**src/rtl/uart_tx_arbiter.sv**
```systemverilog
// Four-requester arbiter feeding a single UART transmitter, one byte per frame.
// Define UART_TX_ARB_FIXED_PRIO_EN for fixed priority (lowest index wins); round-robin otherwise.
module uart_tx_arbiter #(
    parameter int CLKS_PER_FRAME = 104170,
    parameter int GAP_CLKS       = 0
) (
    input  logic        i_clk,
    input  logic        i_reset,
    input  logic [3:0]  i_req,
    input  logic [31:0] i_data,
    output logic [3:0]  o_grant,
    output logic [3:0]  o_done,
    output logic        o_tx_start,
    output logic [7:0]  o_tx_data,
    output logic        o_busy,
    output logic [1:0]  o_owner
);
    localparam logic [1:0] IDLE = 2'd0;
    localparam logic [1:0] LOAD = 2'd1;
    localparam logic [1:0] SEND = 2'd2;
    localparam logic [1:0] GAP  = 2'd3;

    localparam int CNT_MAX = (CLKS_PER_FRAME > GAP_CLKS) ? CLKS_PER_FRAME : GAP_CLKS;
    localparam int CNT_W   = $clog2(CNT_MAX + 1);

    logic [1:0]       state_q, state_d;
    logic [CNT_W-1:0] cnt_q, cnt_d;
    logic [3:0]       grant_q, grant_d;
    logic [3:0]       done_q, done_d;
    logic             start_q, start_d;
    logic [7:0]       data_q, data_d;
    logic             busy_q, busy_d;
    logic [1:0]       owner_q, owner_d;
    logic [1:0]       win;

`ifdef UART_TX_ARB_FIXED_PRIO_EN
    always_comb begin
        win = 2'd0;
        for (int i = 3; i >= 0; i--)
            if (i_req[i]) win = 2'(i);
    end
`else
    logic [1:0] ptr_q, ptr_d;
    logic [1:0] idx;

    // Walk from the far end so the requester nearest the pointer is assigned last and wins.
    always_comb begin
        win = 2'd0;
        idx = ptr_q;
        for (int i = 3; i >= 0; i--) begin
            idx = ptr_q + 2'(i);
            if (i_req[idx]) win = idx;
        end
    end

    always_comb begin
        ptr_d = ptr_q;
        if (state_q == IDLE && |i_req) ptr_d = win + 2'd1;
    end

    always_ff @(posedge i_clk or posedge i_reset) begin
        if (i_reset) ptr_q <= 2'd0;
        else         ptr_q <= ptr_d;
    end
`endif

    always_comb begin
        state_d = state_q;
        cnt_d   = cnt_q;
        grant_d = 4'd0;
        done_d  = 4'd0;
        start_d = 1'b0;
        data_d  = data_q;
        busy_d  = busy_q;
        owner_d = owner_q;
        case (state_q)
            IDLE: begin
                busy_d = 1'b0;
                if (|i_req) begin
                    state_d = LOAD;
                    owner_d = win;
                    data_d  = i_data[8*win +: 8];
                    grant_d = 4'b0001 << win;
                    start_d = 1'b1;
                    busy_d  = 1'b1;
                    cnt_d   = '0;
                end
            end
            LOAD: begin
                state_d = SEND;
                cnt_d   = CNT_W'(1);
            end
            SEND: begin
                // cnt counts cycles since LOAD; the frame ends on cycle CLKS_PER_FRAME-1.
                if (cnt_q == CNT_W'(CLKS_PER_FRAME - 1)) begin
                    done_d = 4'b0001 << owner_q;
                    cnt_d  = '0;
                    if (GAP_CLKS > 0) begin
                        state_d = GAP;
                    end else begin
                        state_d = IDLE;
                        busy_d  = 1'b0;
                    end
                end else begin
                    cnt_d = cnt_q + CNT_W'(1);
                end
            end
            GAP: begin
                if (cnt_q == CNT_W'(GAP_CLKS - 1)) begin
                    state_d = IDLE;
                    busy_d  = 1'b0;
                    cnt_d   = '0;
                end else begin
                    cnt_d = cnt_q + CNT_W'(1);
                end
            end
            default: begin
                state_d = IDLE;
                busy_d  = 1'b0;
                cnt_d   = '0;
            end
        endcase
    end

    always_ff @(posedge i_clk or posedge i_reset) begin
        if (i_reset) begin
            state_q <= IDLE;
            cnt_q   <= '0;
            grant_q <= 4'd0;
            done_q  <= 4'd0;
            start_q <= 1'b0;
            data_q  <= 8'h00;
            busy_q  <= 1'b0;
            owner_q <= 2'd0;
        end else begin
            state_q <= state_d;
            cnt_q   <= cnt_d;
            grant_q <= grant_d;
            done_q  <= done_d;
            start_q <= start_d;
            data_q  <= data_d;
            busy_q  <= busy_d;
            owner_q <= owner_d;
        end
    end

    assign o_grant    = grant_q;
    assign o_done     = done_q;
    assign o_tx_start = start_q;
    assign o_tx_data  = data_q;
    assign o_busy     = busy_q;
    assign o_owner    = owner_q;
endmodule

```
**config.mk**
```make
export PLATFORM = sky130hd
export DESIGN_NAME = uart_tx_arbiter
export DESIGN_NICKNAME = d
export VERILOG_FILES = /design/src/rtl/uart_tx_arbiter.sv
export SDC_FILE = /design/constraint.sdc
export NUM_CORES = 1
export LEC_CHECK = 0
export ABC_AREA = 1
export BUFFER_PORTS_ARGS = -buffer_cell sky130_fd_sc_hd__buf_2
export CORE_UTILIZATION = 58
export DETAILED_ROUTE_END_ITERATION = 8
export MAX_ROUTING_LAYER = met4
export PLACE_DENSITY = 0.92
export SLEW_MARGIN = 20
export SYNTH_ARGS = -nofsm -noshare
export SYNTH_HDL_FRONTEND = slang
export SYNTH_SLANG_ARGS = --single-unit
```
**constraint.sdc**
```tcl
create_clock -name i_clk -period 3.8 [get_ports i_clk]
set_clock_uncertainty 0.05 [all_clocks]
set_input_delay 0.57 -clock i_clk [delete_from_list [all_inputs] [get_ports i_clk]]
set_output_delay 0.57 -clock i_clk [all_outputs]
set_load 0.02 [all_outputs]
```
# Word level (Yosys, flattened, before mapping)
# Cells that the tools add are included.
dict set report totals {
  regBits 41
  output_inout_bits 20
  elab_cells 65
}
dict set report op_classes {
  addsub 5
  n_lt_le_gt_ge 4
  eq_ne 8
  shifts 3
  n_mux 29
  n_reduce_logical 7
}
# op n
set op_table {}
lappend op_table {{one-hot mux 17 bit (4 select lines)} 1}
lappend op_table {{two-way mux 17 bit} 3}
lappend op_table {{== test 17 bit (second input constant)} 2}
lappend op_table {{indexed part select 32 x 6 -> 8 bit} 1}
lappend op_table {{adder 17 x 1 -> 17 bit (second input constant)} 1}
lappend op_table {{two-way mux 4 bit} 4}
lappend op_table {{two-way mux 2 bit} 7}
lappend op_table {{< comparator 2 x 3 -> 1 bit (second input constant)} 4}
lappend op_table {{binary-select mux 1 bit (select 2 bit)} 4}
lappend op_table {{two-way mux 1 bit} 8}
lappend op_table {{one-hot mux 2 bit (4 select lines)} 1}
lappend op_table {{<< shifter 1 x 2 -> 4 bit (first input constant)} 2}
lappend op_table {{AND reduction 3 bit} 2}
lappend op_table {{adder 2 x 1 -> 2 bit (second input constant)} 2}
lappend op_table {{adder 2 bit (second input constant)} 2}
lappend op_table {{== test 2 bit (second input constant)} 2}
lappend op_table {{inequality test 2 bit (second input constant)} 2}
lappend op_table {{OR reduction 4 bit} 1}
lappend op_table {{one-hot mux 1 bit (3 select lines)} 1}
lappend op_table {{nonzero test 3 bit} 1}
lappend op_table {{== test 2 x 1 -> 1 bit (second input constant)} 1}
lappend op_table {{logical NOT 2 bit} 1}
lappend op_table {{inequality test 2 x 1 -> 1 bit (second input constant)} 1}
lappend op_table {{AND reduction 2 bit} 1}
lappend op_table {{logical AND 1 bit} 1}

# Longest topological paths before layout
# Gate-level depths: netlist of the first run.
dict set report logic_depth {
  word_depth 10
  mapped_depth 18
  depth_no_buf 18
}

# Worst setup path before layout of the first run
# No wires, ideal clock.
dict set report synth_timing {
  kind {reg-to-reg}
  from {reg cnt_q[0]}
  to {reg cnt_q[7]}
  setup_time_ns 0.133
  t_arrival_ns 2.124
  path_slack_ns 1.494
  stages_incl_launch_ff 18
  period_less_slack_ns 2.306
  cell_sequence {dfrtp_1 -> ha_1 -> nand2_1 -> inv_1 -> nand2_1 -> nor2_1 -> nand2_1 -> nor2_1 -> nand2_1 -> nor2_1 -> nand3_1 -> nor2_1 -> ha_1 -> nand3b_1 -> nand2_1 -> buf_2 -> nand3_1 -> o21ai_0}
}
dict set report synth_via {
  elab_chain_len 3
  elab_cells_between_ends 6
  classes_between {add/sub (1); eq/ne (2); mux (3)}
}
# element line_no
set synth_lines {}
lappend synth_lines {{start, declared} 27} ;# logic [CNT_W-1:0] cnt_q, cnt_d;
lappend synth_lines {{start signal, assigned} 137} ;# cnt_q <= cnt_d;
lappend synth_lines {{adder 17 x 1 -> 17 bit (tied with other cells)} {105, 114}}
lappend synth_lines {{two-way mux 17 bit (on tied branches)} {109, 95}}
lappend synth_lines {{one-hot mux 17 bit (4 select lines) *} 76} ;# case (state_q)
# Mark *: on every way between the ends. The rest lies on a longest branch, timed or not.
# A chain may end at the register's enable or synchronous reset.

# Worst setup path in the final report of the first run
dict set report layout_timing {
  from {reg cnt_q[0]}
  to {reg busy_q, in the netlist o_busy}
}
dict set report layout_via {
  elab_chain_len 3
  elab_cells_between_ends 5
  classes_between {eq/ne (4); reduce/logical (1)}
}
# element line_no
set layout_lines {}
lappend layout_lines {{== test 17 bit (on tied branches)} {109, 95}}
lappend layout_lines {{inequality test 2 bit (no source line)} --}
lappend layout_lines {{AND reduction 3 bit (no source line) *} --}
lappend layout_lines {{end signal, assigned} 142} ;# busy_q <= busy_d;
lappend layout_lines {{end, declared} 32} ;# logic busy_q, busy_d;
# Marked as above.

==> results of run 1 <==
-- sequential cells by signal, indices dropped and copies added (netlist names), 2 cells and up --
register and cells:
cnt_q 17, ptr_q 2, state_q 2, o_owner 2, o_grant 4, o_tx_data 8, o_done 4
-- cell usage in the layout (no fill, tap or decap), drive strengths merged --
cell / count
ha: 3
xnor2: 1
nand2: 118
inv: 54
nor4: 3
o211ai: 1
o22ai: 5
nand3b: 3
buf: 58
o21a: 1
a21oi: 7
xor2: 2
dfrtp: 41
nor2: 18
nand4: 3
clkinv: 2
nand3: 43
clkbuf: 7
nor3: 7
o21ai: 20
-- per-stage QoR --
step	hold WS [ps]	worst slack [ps]	total power [uW]	cell area [sq um]	cells
finish	346.7	856.2	846.7	2830	447
global route	403.4	484.7	888.6	2830	447
CTS	360.0	864.7	851.3	2830	447
detailed placement	411.1	944.4	579.5	2744	440
global placement	408.2	1119	576.1	2744	440
floorplan	431.0	1494	547.6	2476	341
-- worst paths after layout --
path / startpoint / to / cells past startpoint
setup / recovery: cnt_q[0] / o_busy / 18
hold / removal: i_reset / cnt_q[0] / 3
setup reg to reg: cnt_q[0] / o_busy / 18
hold reg to reg: o_tx_data[0] / o_tx_data[0] / 2
max in group asynchronous: i_reset / o_done[1] / 3
min in group i_clk: o_tx_data[0] / o_tx_data[0] / 2
-- layout make-up --
class                   instances  share of cell area
clock buffers                   7             0.03050
inverters                      56             0.07515
multi-input cells             235              0.4063
flip-flops and latches         41              0.3625
well taps                      50             0.02210
repair buffers                 58              0.1034
-- layer usage --
metal | global-route usage | up-vias | part of all wire
met3 | 0.05236 | 16 | 0.039
met2 | 0.4513 | 71 | 0.50
met1 | 0.3388 | 1104 | 0.44
met4 | 0.09043 | 0 | 0.023
li1 | - | 1190 | -
met5 | - | - | 0
-- power by group --
part / internal, uW / total, uW / switching (uW)
clock: 144 / 276 / 132
combinational: 47.0 / 124 / 77.3
sequential: 442 / 447 / 4.60
-- cell families (layout without fill, tap and decap cells) --
logic type      Yosys count  count (layout)
buf+inv                  65             121
fa+ha+maj                 3               3
flops                    41              41
compound gates           34              34
xor+xnor                  3               3
simple gates            195             195
-- worst reg2reg max path, stage by stage, from the launching register on --
cell      delay, ps
dfrtp_1         400
ha_1            180
nand2_1          50
inv_1            60
nand2_1          70
nor2_1          190
nand2_1         100
nor2_1          130
nand2_1         100
nor2_1          170
nand3_1         130
nor2_1          130
ha_1            140
nand3b_1        110
nand2_1         350
a21oi_1         260
inv_1            80
nand2_1          60
nand2_1          40
==> results.ini, run 1 <==
[critical_path]
path_max_fanout=18
crit_chain=ha_1 > nand2_1 > inv_1 > nand2_1 > nor2_1 > nand2_1 > nor2_1 > nand2_1 > nor2_1 > nand3_1 > nor2_1 > ha_1 > nand3b_1 > nand2_1 > a21oi_1 > inv_1 > nand2_1 > nand2_1
critical_path_class=flip-flop to flip-flop
cp_slowest_cell=dfrtp_1
max_stage_delay_ps=400
end_kind=flip-flop
cp_top_family=simple AND/OR/NAND/NOR gates
cp-start-kind=flip-flop
cpMostUsedCell=nand2_1
r2r_setup_slack_ps=860
path_buf_inv=2
crit_required_ps=3910
critPathArrivalTime_ps=3050

[placement]
place.gp.congestion=0.8586
dp_hpwl_microns=3848
portBuffers=57

[min_path]
min_path_type=input pin to asynchronous set/reset pin

[synthesis]
synth_top_area_frac=0.4144
synth_top_family_by_area=simple AND/OR/NAND/NOR gates
synth_compound_area_frac=0.07327
yosysMostFrequentCell=nand2_1
synth_top_area_cell=dfrtp_1
synthMuxAreaShare=0
yosys-top-cells-count=106 x nand2_1, 52 x inv_1, 41 x dfrtp_1
synth_edf_count=0
syn-num-nets=382
synth_area_sq_mm=0.002476
synthXorXnorAreaFrac=0.01061
synth_area_leaders=dfrtp_1 41%, nand2_1 16%, inv_1 7.9%
ys_ff_latch=41
ys.warnings.count=0
synthSimpleGateAreaFrac=0.3653
synth_flop_cell=dfrtp_1
synth_cell_type_count=33
async_flop_share=1.000
syn_inst=341
yosys.area_share.adder=0.01516
syn-mean-instance-area_sq_um=7.261
seq_area_frac_synth=0.4144

[die]
start_util=0.6102
fp.dieH_microns=67.34
fp-row-count=23
coreArea_sq_mm=0.004058
io_pins=58
die_width_microns=67.34
dieArea_sq_mm=0.004535

[grt]
grtUsageTotal=0.2745
overflow=0
grt_pass1_wl_microns=9197
grt_antenna_before_repair=0
grt_max_degree=42
grt_pass1_vias=2176

[cts]
clock_sinks=41
cts_root_buf=clkbuf_8
hold_buffers=0
clkSlewWorstSetupHoldPaths_ps=70
clockBufferDepth=2
clock_latency_ps=280
cts-buffers-inserted=5
cts_setup_buffers=0
post_cts_resized=0
cts_tree=built
htree_num_levels=2

[pwr]
ir_drop_mv=0.1992
power.density_mw_per_mm2=299.2
p_leak_uw=0.001590

[detailed_routing]
wl_microns=5285
viasPerCell=5.327
dr.pass1.iters=4
drtAntennaViolNets=0
num_vias=2381
first_iter_violations=200
wl_per_cell_microns=11.82
route.detailed.drc=0

[sta]
fin_crit_sh=0.7747
slew_headroom=0.3702
fin_setup_tns_ps=0
slew_viol_final=0
worst_pin_slew_ps=941.3
hold_viol=0
period_minus_slack_ps=2944
rsz0062_at_grt=no
setup_viol=0
fmax_mhz=339.7

[finish]
fillCellCount=329
nNetsFinal=438
multiInputGateArea_sq_mm=0.001150
drive_gt1_frac=0.2116
final_util=0.6975
syn2layout_area_growth_pct=14.30
final-seq-area_sq_mm=0.001026
antenna_cells=0

[outcome]
status=complete, no violations

[run]
drv_cap=0

No activity file was read; power rests on OpenSTA's default activity.
==> run 2, diff against run 1 <==
Settings changed: ABC_AREA 1 to 0, CORE_UTILIZATION 58 to 47, PLACE_DENSITY 0.92 to 0.82.
Clock period 3.8 ns to 2.5 ns, I/O delays scaled along.
==> run 2 against run 1 <==
Against the previous run: combinational power down 22%; sequential power rose by 48%; final cell count fell by 22%; global-route usage decreased by 3.7 points; count of clock-buffer cells in the layout is 2 lower; die area grew 10%; non-clock buffer count rose by 7; critical path type unchanged; critical endpoint is now cnt_q[7].
==> results.ini, run 2 <==
[sta]
setup_viol=0  ; unchanged
slew_headroom=0.6070  ; +0.2368
fmax_mhz=428.9  ; +26%
rsz0062_at_grt=no
fin_setup_tns_ps=0  ; unchanged
worst_pin_slew_ps=587.3  ; -354.0 ps
hold_viol=0  ; unchanged
fin_crit_sh=0.9327  ; +0.1580
period_minus_slack_ps=2332  ; -612.0 ps
layout_setup_ws_ps=168.2  ; -688.0 ps
slew_viol_final=0  ; unchanged

[critical_path]
reg2reg_depth=5  ; -13
cp-start-kind=flip-flop
critPathArrivalTime_ps=2460  ; -590 ps
critical_path_class=flip-flop to flip-flop
crit_chain=or3b_1 > or4_4 > o21ai_4 > o21ai_0 > a22o_1
crit_required_ps=2630  ; -1280 ps
cp_slowest_cell=or4_4
max_stage_delay_ps=550  ; +150 ps
path_max_fanout=17  ; -1
end_kind=flip-flop

[placement]
dp_slack_ps=174.9  ; -769.5 ps
portBuffers=57  ; unchanged
dp_hpwl_microns=3831  ; -0.44%
place.gp.congestion=0.8494  ; -1.1%
placed_area_sq_mm=0.002579  ; -6.0%

[finish]
antenna_cells=0  ; unchanged
nNetsFinal=335  ; -24%
fillCellCount=383  ; +16%
final_util=0.6067  ; -0.09080
drive_gt1_frac=0.3085  ; +0.09689
syn2layout_area_growth_pct=21.34
largest_reg_flops=17  ; unchanged
regMostFlops=cnt_q
mostFrequentLayoutCells=57 x buf_2, 41 x dfrtp_1, 24 x nand2_1, 22 x nand3_1
final_common_cell=buf_2
final_area_sq_mm=0.002696  ; -4.7%

[synthesis]
synth_area_leaders=dfrtp_1 46%, nand3_1 5.0%, mux2_2 4.1%
async_flop_share=1.000  ; unchanged
seq_area_frac_synth=0.4617  ; +0.04736
synth_top_area_cell=dfrtp_1
syn-num-nets=272  ; -29%
synth_area_sq_mm=0.002222  ; -10%
syn-mean-instance-area_sq_um=9.620  ; +32%
ys_ff_latch=41  ; unchanged
ys.warnings.count=0  ; unchanged
synth_cell_type_count=53  ; +61%
yosys-top-cells-count=41 x dfrtp_1, 24 x nand2_1, 22 x nand3_1
syn_inst=231  ; -32%
synth_edf_count=0  ; unchanged
synth_flop_cell=dfrtp_1
yosysMostFrequentCell=dfrtp_1
synth_top_area_frac=0.4617  ; +0.04736

[detailed_routing]
wl_per_cell_microns=15.33  ; +30%
first_iter_violations=162  ; -19%
viasPerCell=5.867  ; +10%
dr.pass1.iters=4  ; unchanged
wl_microns=5319  ; +0.64%
route.detailed.drc=0  ; unchanged
num_vias=2036  ; -14%
drtAntennaViolNets=0  ; unchanged

[cts]
clock_latency_ps=290  ; about the same
hold_buffers=0  ; unchanged
cts_setup_buffers=0  ; unchanged
clockBufferDepth=2  ; unchanged
htree_num_levels=2  ; unchanged
clkSlewWorstSetupHoldPaths_ps=90  ; +20 ps
post_cts_resized=0  ; unchanged
cts-buffers-inserted=5  ; unchanged
cts_tree=built
clock_sinks=41  ; unchanged
cts_root_buf=clkbuf_8

[die]
coreArea_sq_mm=0.004444  ; +9.5%
io_pins=58  ; unchanged
start_util=0.5000  ; -0.1102
fp.dieH_microns=70.76  ; +5.1%
fp-row-count=24  ; +4.3%
dieArea_sq_mm=0.005007  ; +10%
die_width_microns=70.76  ; +5.1%

[pwr]
power.density_mw_per_mm2=482.6  ; +61%
sw_frac_of_total=0.2260  ; -0.02635
intPower_uw=1007  ; +59%
power_uw=1301  ; +54%
clkPwrFrac=0.417  ; +0.091
seq_power_share=0.509  ; -0.019
power_frac_comb=0.074  ; -0.073
power.switching_uw=294.1  ; +38%
p_leak_uw=0.001317  ; -17%
ir_drop_mv=0.4048  ; +100%

[grt]
grt_max_degree=42  ; unchanged
grt_antenna_before_repair=0  ; unchanged
grtUsageTotal=0.2372  ; -0.03724
grt_pass1_vias=2039  ; -6.3%
grt_pass1_wl_microns=9156  ; -0.45%
overflow=0  ; unchanged

[min_path]
min_path_type=input pin to asynchronous set/reset pin

[outcome]
status=complete, no violations

[run]
drv_cap=0  ; unchanged

[run 2: changes by cell type after synthesis, sizes merged, moves of 3 or more]
| cell | change |
|---|---|
| a21o | +5 |
| a21oi | +4 |
| a221o | +8 |
| and3 | +6 |
| inv | -48 |
| mux2 | +8 |
| nand2 | -93 |
| nand3 | -21 |
| nor2b | +3 |
| nor3b | +3 |
| o22ai | -4 |
| o311ai | +5 |
| or3 | +3 |
[run 2: cell families after synthesis]
logic type	after synthesis	share of synthesized area
AO/OA/AOI/OAI	60	0.1915
flip-flops	41	0.4617
adder cells (fa/ha/maj)	3	0.01689
AND/OR/NAND/NOR	102	0.2466
XOR/XNOR	1	0.003942
multiplexers	9	0.04505
buffers and inverters	15	0.03434
[run 2: power groups by stage]
stage               Clock [uW]  Sequential (uW)  Combinational [uW]
floorplan                    0              676                55.8
global route               581              663                 108
finish                     542              662                96.6
CTS                        552              662                97.3
global placement             0              676                93.7
detailed placement           0              676                96.8
[run 2: path summary, 6_finish.rpt]
check                      slack (ps)           end  startpoint
setup reg to reg                  170      cnt_q[7]   cnt_q[13]
setup / recovery                  170      cnt_q[7]   cnt_q[13]
max in group asynchronous        1900    o_tx_start     i_reset
hold reg to reg                   450        o_busy      o_busy
hold / removal                    140     cnt_q[14]     i_reset
min in group i_clk                380  o_tx_data[7]   i_data[7]
[run 2: critical path, delay by kind of cell (launching register included)]
family / cells / cell delay [ps]
AOI/OAI and AO/OA: 3 / 750
DFF: 1 / 460
and+or+nand+nor: 2 / 950
[run 2: layout make-up]
cell class                 count  area (sq um)  area share
sequential                    41          1026      0.3805
tap                           52         65.06     0.02413
timing repair buffer          65         345.3      0.1281
clock inverter                 3         46.29     0.01717
inverter                       6         22.52    0.008353
multi-input combinational    175          1122      0.4162
clock buffer                   5         68.82     0.02552
[run 2: per-layer routing]
metal,GRT usage,up-vias,wire [microns]
li1,-,981,-
met3,0.04274,4,204
met5,-,-,0
met2,0.3921,51,2703
met4,0.07778,0,39
met1,0.2959,1000,2372
[run 2: per-stage QoR]
step / hold slack [ps] / instances
4_1_cts: 157.1 / 347
5_1_grt: 191.6 / 347
3_3_place_gp: 431.0 / 339
6_report: 142.8 / 347
2_1_floorplan: 418.8 / 231
3_5_place_dp: 414.9 / 339
==> run 3, diff against run 2 <==
Settings changed: ABC_AREA 0 to 1, CORE_UTILIZATION 47 to 50, CTS_BUF_LIST set to sky130_fd_sc_hd__clkbuf_4, PLACE_DENSITY 0.82 to 0.85.
==> run 3 against run 2 <==
Against the previous run: the flow now finishes with violations (negative setup slack); sequential share of layout area shrank 4.8 points; register-to-register slack worse by 190 ps; via count up 21%; count of clock-buffer cells in the layout rose by 1; non-clock buffer count increased by 4; critical endpoint is now cnt_q[6]; largest cell class unchanged; largest power group unchanged.
==> results.ini, run 3 (synthesis results as in run 1) <==
[placement]
dp_slack_ps=13.71  ; -161.2 ps
portBuffers=57  ; unchanged
dp.cells=459  ; +35%
dp_hpwl_microns=3731  ; -2.6%
place.gp.congestion=0.9186  ; +8.1%

[sta]
slew_headroom=0.5971  ; -0.009875
worst_pin_slew_ps=603.6  ; +16.33 ps
fmax_mhz=396.9  ; -7.4%
setup_viol=2  ; +2
layout_setup_ws_ps=-19.46  ; -187.6 ps
period_minus_slack_ps=2519  ; +187.6 ps
rsz0062_at_grt=yes
fin_hold_ws_ps=65.72  ; -77.07 ps
slew_viol_final=0  ; unchanged
fin_crit_sh=1.008  ; +0.07506
hold_viol=0  ; unchanged

[grt]
overflow=0  ; unchanged
met3_usage=0.03194  ; -0.01079
grt_max_degree=42  ; unchanged
grt_use_met1=0.2648  ; -0.03111
grt_pass1_vias=2176  ; +6.7%
grtUsageTotal=0.2193  ; -0.01792
grt_pass1_wl_microns=8880  ; -3.0%
use_met2=0.3728  ; -0.01930
grt_antenna_before_repair=0  ; unchanged
top_usage_layer=met2

[die]
start_util=0.5208  ; +0.02079
io_pins=58  ; unchanged
die_width_microns=72.37  ; +2.3%
dieArea_sq_mm=0.005237  ; +4.6%
coreArea_sq_mm=0.004755  ; +7.0%
fp-row-count=25  ; +4.2%
fp.dieH_microns=72.37  ; +2.3%

[cts]
clock_latency_ps=360  ; +70 ps
hold_buffers=0  ; unchanged
cts_tree=built
htree_num_levels=2  ; unchanged
cts-buffers-inserted=5  ; unchanged
clkSlewWorstSetupHoldPaths_ps=120  ; +30 ps
clockBufferDepth=2  ; unchanged
cts_root_buf=clkbuf_4
clock_sinks=41  ; unchanged

[detailed_routing]
first_iter_violations=223  ; +38%
drtAntennaViolNets=0  ; unchanged
wl_microns=5893  ; +11%
route.detailed.drc=0  ; unchanged
viasPerCell=5.158  ; -12%
num_vias=2455  ; +21%
wl_per_cell_microns=12.38  ; -19%
dr.pass1.iters=5  ; +1

[run]
drv_cap=0  ; unchanged

[pwr]
p_leak_uw=0.001682  ; +28%
clkPwrFrac=0.280  ; -0.137
intPower_uw=865.8  ; -14%
power_uw=1209  ; -7.1%
power.density_mw_per_mm2=391.4  ; -19%
seq_power_share=0.561  ; +0.052
sw_frac_of_total=0.2836  ; +0.05764
ir_drop_mv=0.2041  ; -50%
power.switching_uw=342.8  ; +17%
power_frac_comb=0.158  ; +0.084

[finish]
mostFrequentLayoutCells=97 x nand2_1, 57 x buf_2, 51 x inv_1, 41 x dfrtp_1, 34 x nand3_1
nNetsFinal=449  ; +34%
drive_gt1_frac=0.3081  ; -0.0004061
antenna_cells=0  ; unchanged
final_common_cell=nand2_1
syn2layout_area_growth_pct=24.71
largest_reg_flops=17  ; unchanged
final_cells=476  ; +37%
regMostFlops=cnt_q

[min_path]
min_path_type=input pin to asynchronous set/reset pin

[critical_path]
cp-start-kind=flip-flop
critical_path_class=flip-flop to flip-flop
path_max_fanout=5  ; -12
critPathArrivalTime_ps=2720  ; +260 ps
end_kind=flip-flop
crit_required_ps=2710  ; +80 ps

[outcome]
status=complete, but fails checks
failed_checks=negative setup slack

==> run 3: power by group through the flow <==
stage	clock network (uW)	registers (uW)	logic, uW
6_report	339	678	192
5_1_grt	371	680	217
4_1_cts	342	679	192
3_5_place_dp	0	691	192
3_3_place_gp	0	691	187
2_1_floorplan	0	701	132
==> run 3: path summary, 6_finish.rpt <==
check | start | to | slack (ps) | cells past startpoint
hold / removal | i_reset | cnt_q[4] | 70 | 3
min in group i_clk | i_data[17] | o_tx_data[1] | 330 | 7
setup / recovery | cnt_q[1] | cnt_q[6] | -20 | 17
setup reg to reg | cnt_q[1] | cnt_q[6] | -20 | 17
hold reg to reg | o_tx_data[3] | o_tx_data[3] | 440 | 2
max in group asynchronous | i_reset | o_owner[1] | 1980 | 3
==> run 3: timing repair <==
item | CTS | global route
setup endpoints to repair | 2 | 19
setup buffers | 0 | 7
gates resized for setup | 1 | 46
pin swaps | 0 | 8
gates cloned | 0 | 2
==> run 3: critical path, cell delays in order (launching register included) <==
cell	delay, ps
dfrtp_1	400
ha_2	200
nand2_2	50
inv_2	70
nand2_4	60
nor2_4	130
nand2_2	80
nor2_4	150
nand2_4	70
nor2_4	130
nand3_2	100
nor2_2	130
ha_2	160
nand3b_1	160
nand2_4	110
buf_12	150
a21oi_2	130
nor2_1	80
==> run 3: cell type report <==
class,instances,area [sq um]
inverters,56,212.7
flip-flops and latches,41,1026
clock buffers,6,45.04
fillers,390,1667
well taps,67,83.83
clock inverters,2,15.01
multi-input cells,235,1282
repair buffers,69,422.9
==> run 3: routing by layer <==
metal,up-vias,part of all wire
met5,-,0
met1,1120,0.45
met3,27,0.053
li1,1211,-
met2,97,0.47
met4,0,0.030
==> run 3: per-stage QoR <==
step	utilization	TNS, ps	instance area [sq um]
final	0.6495	-26.26	3088
after global routing	0.6495	-1916	3088
after CTS	0.6005	0	2855
after detailed placement	0.5874	0	2793
after global placement	0.5874	0	2793
after floorplan	-	0	2476
